`src/rtl/veririsc_pkg.sv`:
```
// veririsc_pkg: shared VeriRISC opcode and phase constants.
// Opcode constants are common to the ALU and the controller.
// Phase constants name the 8 steps of the instruction cycle.
package veririsc_pkg;

    localparam int OPC_W = 3;
    localparam int PH_W  = 3;

    localparam logic [OPC_W-1:0] OP_HLT = 3'd0;
    localparam logic [OPC_W-1:0] OP_SKZ = 3'd1;
    localparam logic [OPC_W-1:0] OP_ADD = 3'd2;
    localparam logic [OPC_W-1:0] OP_AND = 3'd3;
    localparam logic [OPC_W-1:0] OP_XOR = 3'd4;
    localparam logic [OPC_W-1:0] OP_LDA = 3'd5;
    localparam logic [OPC_W-1:0] OP_STO = 3'd6;
    localparam logic [OPC_W-1:0] OP_JMP = 3'd7;

    typedef enum logic [PH_W-1:0] {
        PH_INST_ADDR  = 3'd0,
        PH_INST_FETCH = 3'd1,
        PH_INST_LOAD  = 3'd2,
        PH_IDLE       = 3'd3,
        PH_OP_ADDR    = 3'd4,
        PH_OP_FETCH   = 3'd5,
        PH_ALU_OP     = 3'd6,
        PH_STORE      = 3'd7
    } phase_e;

endpackage

```
`src/rtl/veririsc_ctrl_if.sv`:
```
// veririsc_ctrl_if: opcode/zero inputs and control strobes of the VeriRISC controller.
// master: the controller (consumes opcode/zero, drives the strobes and phase).
// slave:  the datapath side (drives opcode/zero, consumes the strobes).
// VERIRISC_CTRL_RESUME_EN adds the resume request driven by the slave side.
interface veririsc_ctrl_if import veririsc_pkg::*; ();

    logic [OPC_W-1:0] opcode;
    logic             zero;
    logic             sel;
    logic             rd;
    logic             ld_ir;
    logic             inc_pc;
    logic             ld_pc;
    logic             ld_ac;
    logic             wr;
    logic             data_e;
    logic             halt;
    logic [PH_W-1:0]  phase;
`ifdef VERIRISC_CTRL_RESUME_EN
    logic             resume;
`endif

    modport master (
`ifdef VERIRISC_CTRL_RESUME_EN
        input  resume,
`endif
        input  opcode, zero,
        output sel, rd, ld_ir, inc_pc, ld_pc, ld_ac, wr, data_e, halt, phase
    );

    modport slave (
`ifdef VERIRISC_CTRL_RESUME_EN
        output resume,
`endif
        output opcode, zero,
        input  sel, rd, ld_ir, inc_pc, ld_pc, ld_ac, wr, data_e, halt, phase
    );

endinterface

```
`src/rtl/veririsc_phase_ctr.sv`:
```
// veririsc_phase_ctr: 8-phase instruction-cycle counter with sticky halt.
// Ports: clk, rst (sync, active-high); hlt_i = current opcode is HLT;
//        resume_i (only with VERIRISC_CTRL_RESUME_EN) leaves the halted state;
//        phase_o = current phase; halted_o = halted flag.
module veririsc_phase_ctr import veririsc_pkg::*; (
    input  logic   clk,
    input  logic   rst,
`ifdef VERIRISC_CTRL_RESUME_EN
    input  logic   resume_i,
`endif
    input  logic   hlt_i,
    output phase_e phase_o,
    output logic   halted_o
);

    phase_e phase_q, phase_d;
    logic   halted_q, halted_d;

    always_ff @(posedge clk) begin
        if (rst) begin
            phase_q  <= PH_INST_ADDR;
            halted_q <= 1'b0;
        end else begin
            phase_q  <= phase_d;
            halted_q <= halted_d;
        end
    end

    // Halting happens on the OP_ADDR edge, so the normal increment lands the
    // phase on OP_FETCH, where it then stays frozen.
    always_comb begin
        phase_d  = phase_e'(phase_q + PH_W'(1));
        halted_d = halted_q;
        if (halted_q) begin
            phase_d = phase_q;
`ifdef VERIRISC_CTRL_RESUME_EN
            if (resume_i) begin
                phase_d  = PH_INST_ADDR;
                halted_d = 1'b0;
            end
`endif
        end else if (phase_q == PH_OP_ADDR && hlt_i) begin
            halted_d = 1'b1;
        end
    end

    assign phase_o  = phase_q;
    assign halted_o = halted_q;

endmodule

```
`src/rtl/veririsc_ctrl.sv`:
```
// veririsc_ctrl: VeriRISC sequencing controller, decodes phase/opcode/zero into strobes.
// Ports: clk, rst (sync, active-high); ctrl_if (master) carries opcode, zero,
//        the strobes sel/rd/ld_ir/inc_pc/ld_pc/ld_ac/wr/data_e, halt and phase.
// Optional: VERIRISC_CTRL_RESUME_EN enables leaving halt via ctrl_if.resume.
module veririsc_ctrl import veririsc_pkg::*; (
    input logic            clk,
    input logic            rst,
    veririsc_ctrl_if.master ctrl_if
);

    phase_e phase;
    logic   halted;
    logic   alu_op;
    logic   is_sto;
    logic   is_jmp;

    veririsc_phase_ctr u_phase_ctr (
        .clk      (clk),
        .rst      (rst),
`ifdef VERIRISC_CTRL_RESUME_EN
        .resume_i (ctrl_if.resume),
`endif
        .hlt_i    (ctrl_if.opcode == OP_HLT),
        .phase_o  (phase),
        .halted_o (halted)
    );

    assign alu_op = ctrl_if.opcode inside {OP_ADD, OP_AND, OP_XOR, OP_LDA};
    assign is_sto = ctrl_if.opcode == OP_STO;
    assign is_jmp = ctrl_if.opcode == OP_JMP;
    assign ctrl_if.phase = phase;

    always_comb begin
        ctrl_if.sel    = 1'b0;
        ctrl_if.rd     = 1'b0;
        ctrl_if.ld_ir  = 1'b0;
        ctrl_if.inc_pc = 1'b0;
        ctrl_if.ld_pc  = 1'b0;
        ctrl_if.ld_ac  = 1'b0;
        ctrl_if.wr     = 1'b0;
        ctrl_if.data_e = 1'b0;
        ctrl_if.halt   = halted;
        if (!halted) begin
            case (phase)
                PH_INST_ADDR: ctrl_if.sel = 1'b1;
                PH_INST_FETCH: begin
                    ctrl_if.sel = 1'b1;
                    ctrl_if.rd  = 1'b1;
                end
                PH_INST_LOAD, PH_IDLE: begin
                    ctrl_if.sel   = 1'b1;
                    ctrl_if.rd    = 1'b1;
                    ctrl_if.ld_ir = 1'b1;
                end
                PH_OP_ADDR: begin
                    ctrl_if.inc_pc = 1'b1;
                    ctrl_if.halt   = ctrl_if.opcode == OP_HLT;
                end
                PH_OP_FETCH: ctrl_if.rd = alu_op;
                PH_ALU_OP: begin
                    ctrl_if.rd     = alu_op;
                    ctrl_if.inc_pc = ctrl_if.opcode == OP_SKZ && ctrl_if.zero;
                    ctrl_if.ld_pc  = is_jmp;
                    ctrl_if.data_e = is_sto;
                end
                PH_STORE: begin
                    ctrl_if.rd     = alu_op;
                    ctrl_if.ld_ac  = alu_op;
                    ctrl_if.ld_pc  = is_jmp;
                    ctrl_if.wr     = is_sto;
                    ctrl_if.data_e = is_sto;
                end
            endcase
        end
    end

endmodule

```
`src/flat_wrapper.sv`:
```
// flat-port wrapper written by rule: the top's interface ports become plain ports
module veririsc_ctrl_flat import veririsc_pkg::*;
  (clk, rst, ctrl_if_opcode, ctrl_if_zero, ctrl_if_sel, ctrl_if_rd, ctrl_if_ld_ir, ctrl_if_inc_pc, ctrl_if_ld_pc, ctrl_if_ld_ac, ctrl_if_wr, ctrl_if_data_e, ctrl_if_halt, ctrl_if_phase);
  veririsc_ctrl_if ctrl_if_i ();
  input logic clk;
  input logic rst;
  input wire logic [$bits(ctrl_if_i.opcode)-1:0] ctrl_if_opcode;
  input wire logic [$bits(ctrl_if_i.zero)-1:0] ctrl_if_zero;
  output wire logic [$bits(ctrl_if_i.sel)-1:0] ctrl_if_sel;
  output wire logic [$bits(ctrl_if_i.rd)-1:0] ctrl_if_rd;
  output wire logic [$bits(ctrl_if_i.ld_ir)-1:0] ctrl_if_ld_ir;
  output wire logic [$bits(ctrl_if_i.inc_pc)-1:0] ctrl_if_inc_pc;
  output wire logic [$bits(ctrl_if_i.ld_pc)-1:0] ctrl_if_ld_pc;
  output wire logic [$bits(ctrl_if_i.ld_ac)-1:0] ctrl_if_ld_ac;
  output wire logic [$bits(ctrl_if_i.wr)-1:0] ctrl_if_wr;
  output wire logic [$bits(ctrl_if_i.data_e)-1:0] ctrl_if_data_e;
  output wire logic [$bits(ctrl_if_i.halt)-1:0] ctrl_if_halt;
  output wire logic [$bits(ctrl_if_i.phase)-1:0] ctrl_if_phase;
  assign ctrl_if_i.opcode = ctrl_if_opcode;
  assign ctrl_if_i.zero = ctrl_if_zero;
  assign ctrl_if_sel = ctrl_if_i.sel;
  assign ctrl_if_rd = ctrl_if_i.rd;
  assign ctrl_if_ld_ir = ctrl_if_i.ld_ir;
  assign ctrl_if_inc_pc = ctrl_if_i.inc_pc;
  assign ctrl_if_ld_pc = ctrl_if_i.ld_pc;
  assign ctrl_if_ld_ac = ctrl_if_i.ld_ac;
  assign ctrl_if_wr = ctrl_if_i.wr;
  assign ctrl_if_data_e = ctrl_if_i.data_e;
  assign ctrl_if_halt = ctrl_if_i.halt;
  assign ctrl_if_phase = ctrl_if_i.phase;
  veririsc_ctrl u_core (.clk(clk), .rst(rst), .ctrl_if(ctrl_if_i));
endmodule
```
`config.mk`:
```
export PLATFORM = sky130hd
export DESIGN_NAME = veririsc_ctrl_flat
export DESIGN_NICKNAME = d
export VERILOG_FILES = /design/src/rtl/veririsc_pkg.sv /design/src/rtl/veririsc_ctrl_if.sv /design/src/rtl/veririsc_phase_ctr.sv /design/src/rtl/veririsc_ctrl.sv /design/src/flat_wrapper.sv
export SDC_FILE = /design/constraint.sdc
export NUM_CORES = 1
export LEC_CHECK = 0
export CORE_AREA = 2 2 39 41
export DETAILED_ROUTE_END_ITERATION = 16
export DIE_AREA = 0 0 41 43
export HOLD_SLACK_MARGIN = 0.03
export PLACE_DENSITY = 0.53
export SLEW_MARGIN = 5
export SYNTH_ARGS = -nofsm -noshare
export SYNTH_HDL_FRONTEND = slang
export SYNTH_HIERARCHICAL = 1
export SYNTH_SLANG_ARGS = --single-unit
```
`constraint.sdc`:
```
create_clock -name clk -period 1.34 [get_ports clk]
set_input_delay 0.268 -clock clk [delete_from_list [all_inputs] [get_ports clk]]
set_output_delay 0.268 -clock clk [all_outputs]
set_load 0.05 [all_outputs]
```
# --- Word level (Yosys, flattened, before mapping) ---
# Index checks and enable logic that the tools add are counted.
word_totals:
  register_bits: 4
  in_bits: 6
  output_inout_bits: 12
classes:
  n_addsub: 1
  n_eq_ne: 14
  n_mux: 20
  n_reduce_logical: 10
ops:
  columns: ["cell", "count"]
  rows:
  - ["equality test 3 bit, second input constant", 8]
  - ["two-way mux 1 bit", 18]
  - ["equality test 3 x 2 -> 1 bit, second input constant", 4]
  - ["equality test 3 x 1 -> 1 bit, second input constant", 2]
  - ["zero test 3 bit", 2]
  - ["OR reduction 3 bit", 2]
  - ["one-hot mux 1 bit (2 select lines)", 2]
  - ["nonzero test 4 bit", 1]
  - ["OR reduction 2 bit", 2]
  - ["OR reduction 4 bit", 1]
  - ["adder 3 x 1 -> 3 bit, second input constant", 1]
  - ["logical AND 1 bit", 2]

# --- Longest topological paths before layout ---
depth:
  ltp_word: 4
  ltp_mapped: 4

# --- By module ---
# The synthesis kept the hierarchy.
by_module_without_submodules:
  columns: ["module", "instances", "cells_each", "area_per_inst_um2", "seq_area_each_um2"]
  rows:
  - ["veririsc_phase_ctr", 1, 18, 182.7, 80.1]
  - ["veririsc_ctrl", 1, 18, 121.4, 0.0]

# --- Worst setup path after synthesis ---
# No wires, ideal clock.
synth_path:
  path_type: "flip-flop to output port"
  start: "register u_core.u_phase_ctr.phase_q[1], in the netlist u_core/u_phase_ctr/phase_o[1]"
  end: "output ctrl_if_wr"
  arrival_time_ns: 2.670
  required_time_ns: 1.072
  slack_ns: -1.598
  stages_incl_launch_ff: 3
  path_buffers: 0
  path_cell_list: "dfxtp_1 > nand3b_1 > nor4b_1"
synth_via:
  elab_chain_cells: 3
synth_rtl:
  columns: ["item", "line", "source"]
  rows:
  - ["start: declaration", "veririsc_phase_ctr.sv:16", "phase_e phase_q, phase_d;"]
  - ["start signal: assignment", "veririsc_phase_ctr.sv:24", "phase_q <= phase_d;"]
  - ["equality test 3 bit", "veririsc_ctrl.sv:44", "case (phase)"]
  - ["two-way mux 1 bit", "veririsc_ctrl.sv:44", null]
  - ["two-way mux 1 bit", "veririsc_ctrl.sv:43", "if (!halted) begin"]
  - ["end: declaration", "flat_wrapper.sv:15", "output wire logic [$bits(ctrl_if_i.wr)-1:0] ctrl_if_wr;"]
# No other way between the ends.

# --- Final worst setup path ---
layout_path:
  start: "register u_core.u_phase_ctr.halted_q, in the netlist u_core/u_phase_ctr/halted_o"
  end: "output ctrl_if_ld_ir"
layout_via:
  elab_chain_cells: 1
layout_rtl:
  columns: ["item", "line", "source"]
  rows:
  - ["start: declaration", "veririsc_phase_ctr.sv:17", "logic halted_q, halted_d;"]
  - ["start signal: assignment", "veririsc_phase_ctr.sv:25", "halted_q <= halted_d;"]
  - ["two-way mux 1 bit", "veririsc_ctrl.sv:43", null]
  - ["end: declaration", "flat_wrapper.sv:11", "output wire logic [$bits(ctrl_if_i.ld_ir)-1:0] ctrl_if_ld_ir;"]
# No other way between the ends.

==> metrics <==
vias=415; Mapped Cells=36; Max VDD drop=approximately 0.43 mV; CP Class=reg2out; die area=1760 um2; Clock Skew=0.571 ps; area of the mapped netlist=304 um2; share of layout cells above drive strength 1=0.744; largest family of logic cells by synthesized area=simple AND/OR/NAND/NOR gates; Lkg Pwr=0.441 nW; FMAX=631 MHz; crit-path cells=buf_4, buf_6, buf_6, nor2_4, and2_4, buf_12; Pwr Total=664 uW; drt total wl=around 1200 um; Ant. Diodes=0; syn nets=44; Longest Clk Path Bufs=2; dpl cell area=807 um2; Worst Path Required=between 1000 and 1500 ps; RSZ-0062 raised after global routing=yes; CP dominant cell by count=buf_6; CTS Hold Buffers Added=0; post-synth top area cell=dfxtp_1; Seq/Total Area, Yosys=0.263; CTS tree=built; core area=roughly 1400 um2; Num CTS Buffers=3; Final Critical Period=1580 ps; DRC=0; Post-Layout Inst Area=992 um2; Crit. End Element=output pin; IO Pins=18; final layout net count=87; flops & latches, synth=4; DR pass1 iterations=2; Slew HR=0.802; synth unique cells=21; post-synth top area share=0.263; max_cap viols=0; Hold Slack=628 ps; Final HPWL DP=~860 um; Final Slew Violations=0; CP Launch Type=flop; worst min path class=reg2reg; outcome=complete, but fails checks; Clock Latency Late Sink=240 ps; setup ws final=-244 ps; GRT Resource Usage Total=0.162; Final Hold Viols=0; GP Congestion=0.624; failing checks=setup timing; CP max-delay cell=dfxtp_2; Final setup viols=10; Clock Pin Slew Worst Setup and Hold Paths=about 40 ps; Synth area leaders=dfxtp_1 26%, ha_1 8.2%, nor2_1 7.4%; Detailed Route Iter0 Violations=1; fill count=95; Via-to-Cell Ratio=4.41; vias in the first global route=456; Die H=around 43 um; clock sink count=4; Synth Area in Adders=0.0823; xor/xnor share of the synthesized area=0.0576; post-route ant nets=0; actual slew at the worst max-slew pin=~300 ps; Tcrit/Tclk final=1.18; largest net degree at the start of global routing=10; placed cell count=81; Syn-to-layout area delta=226%; Pwr Density=approximately 670 nW/um2; GRT overflow=0; initial antenna violation count=0; Synth Area in Compound Gates=0.119; Wirelength per Cell=roughly 13 um; Row Count=14; die width=roughly 40 um; Non-Filler Instances=94; Root Buffer=clkbuf_4; Initial Util=0.220; CTS H-tree lvls=1; Arrival @ worst endpoint=1320 ps; crit-path max cell delay=between 300 and 400 ps; Yosys warning count=6; syn avg cell area=8.45 um2; crit path max fanout=3; Post-Synth Simple-Gate Area=0.346; proportion of synthesized area in mux cells=0.0823; Port Buffers=17; first-pass GRT wire length=1860 um
==> metrics by stage <==
stage          setup slack, ps   util  setup TNS, ps
2_1_floorplan             -479      -          -1740
3_3_place_gp              -510  0.583          -3080
3_5_place_dp              -529  0.583          -3280
4_1_cts                   -264  0.657          -1650
5_1_grt                   -298  0.717          -2330
6_report                  -244  0.717          -1880
==> synth_stat cells <==
| library cell | n |
|---|---|
| nor4b_1 | 1 |
| ha_1 | 2 |
| a21o_1 | 1 |
| nor2b_2 | 1 |
| inv_1 | 4 |
| mux2i_1 | 1 |
| nor3_1 | 3 |
| a31oi_1 | 1 |
| xor2_1 | 1 |
| nor3b_1 | 2 |
| and2_1 | 1 |
| a2111oi_2 | 1 |
| nand4bb_1 | 1 |
| xnor2_1 | 1 |
| nor2b_1 | 1 |
| nand2_1 | 1 |
| dfxtp_1 | 4 |
| a211oi_1 | 1 |
| nor2_1 | 6 |
| mux2_4 | 1 |
| nand3b_1 | 1 |
==> report_power, final <==
group	switching (mW)	leakage (nW)	internal [mW]
sequential	0.0157	0.0353	0.128
clock	0.0621	0.0150	0.113
combinational	0.164	0.391	0.182
==> flip-flops by register name, indices dropped and copies added, names as in the netlist <==
register	count
u_core/u_phase_ctr/halted_o	1
u_core/u_phase_ctr/phase_o	3
==> placed cells by master, fill, tap and decap left out, types with 2 or more instances in the layout <==
master | synthesis | routed
inv_1 | 4 | 4
buf_4 | 0 | 11
dfxtp_4 | 0 | 3
buf_6 | 0 | 9
clkbuf_2 | 0 | 2
nor2_1 | 6 | 5
buf_12 | 0 | 12
clkbuf_4 | 0 | 3
ha_1 | 2 | 2
nor3_4 | 0 | 3
==> final timing paths <==
| check | start | to | slack [ps] | cells after the start |
|---|---|---|---|---|
| setup reg to reg | u_core/u_phase_ctr/halted_o$_SDFF_PP0_ | u_core/u_phase_ctr/phase_o[2]$_SDFFE_PP0N_ | -60 | 7 |
| hold / removal | u_core/u_phase_ctr/phase_o[0]$_SDFFE_PP0N_ | u_core/u_phase_ctr/phase_o[0]$_SDFFE_PP0N_ | 630 | 2 |
| hold reg to reg | u_core/u_phase_ctr/phase_o[0]$_SDFFE_PP0N_ | u_core/u_phase_ctr/phase_o[0]$_SDFFE_PP0N_ | 630 | 2 |
| setup / recovery | u_core/u_phase_ctr/halted_o$_SDFF_PP0_ | ctrl_if_ld_ir | -240 | 6 |
==> repair_timing <==
item                       in CTS  in global routing
pin swaps                       8                  8
resized for setup              23                 14
buffers inserted                3                  6
gates cloned                    0                  0
setup endpoints to repair      10                  9
==> critical path: cells and delay by family, from the launching register on <==
kind                   cells  cell delay, ps
buffers and inverters      4             490
AND/OR/NAND/NOR            2             270
flip-flops                 1             310
==> routing by layer <==
metal  GRT usage  part of all wire  vias to the layer above
met3      0.0157             0.052                        2
met5           0                 0                        -
li1            -                 -                      211
met4       0.120             0.013                        0
met1       0.152              0.34                      189
met2       0.291              0.59                       13
==> layout make-up <==
cell class	instances	area [um2]	share of cell area
timing repair buffer	38	489	0.493
multi-input combinational	28	349	0.352
sequential	4	92.6	0.0933
clock buffer	4	26.3	0.0265
tap	16	20.0	0.0202
inverter	4	15.0	0.0151
==> kinds of logic after synthesis <==
family / count (synthesis)
simple gates: 18
compound gates: 4
buf+inv: 4
flops: 4
xor+xnor: 2
mux: 2
fa+ha+maj: 2
Power figures use the tool's default switching activity.
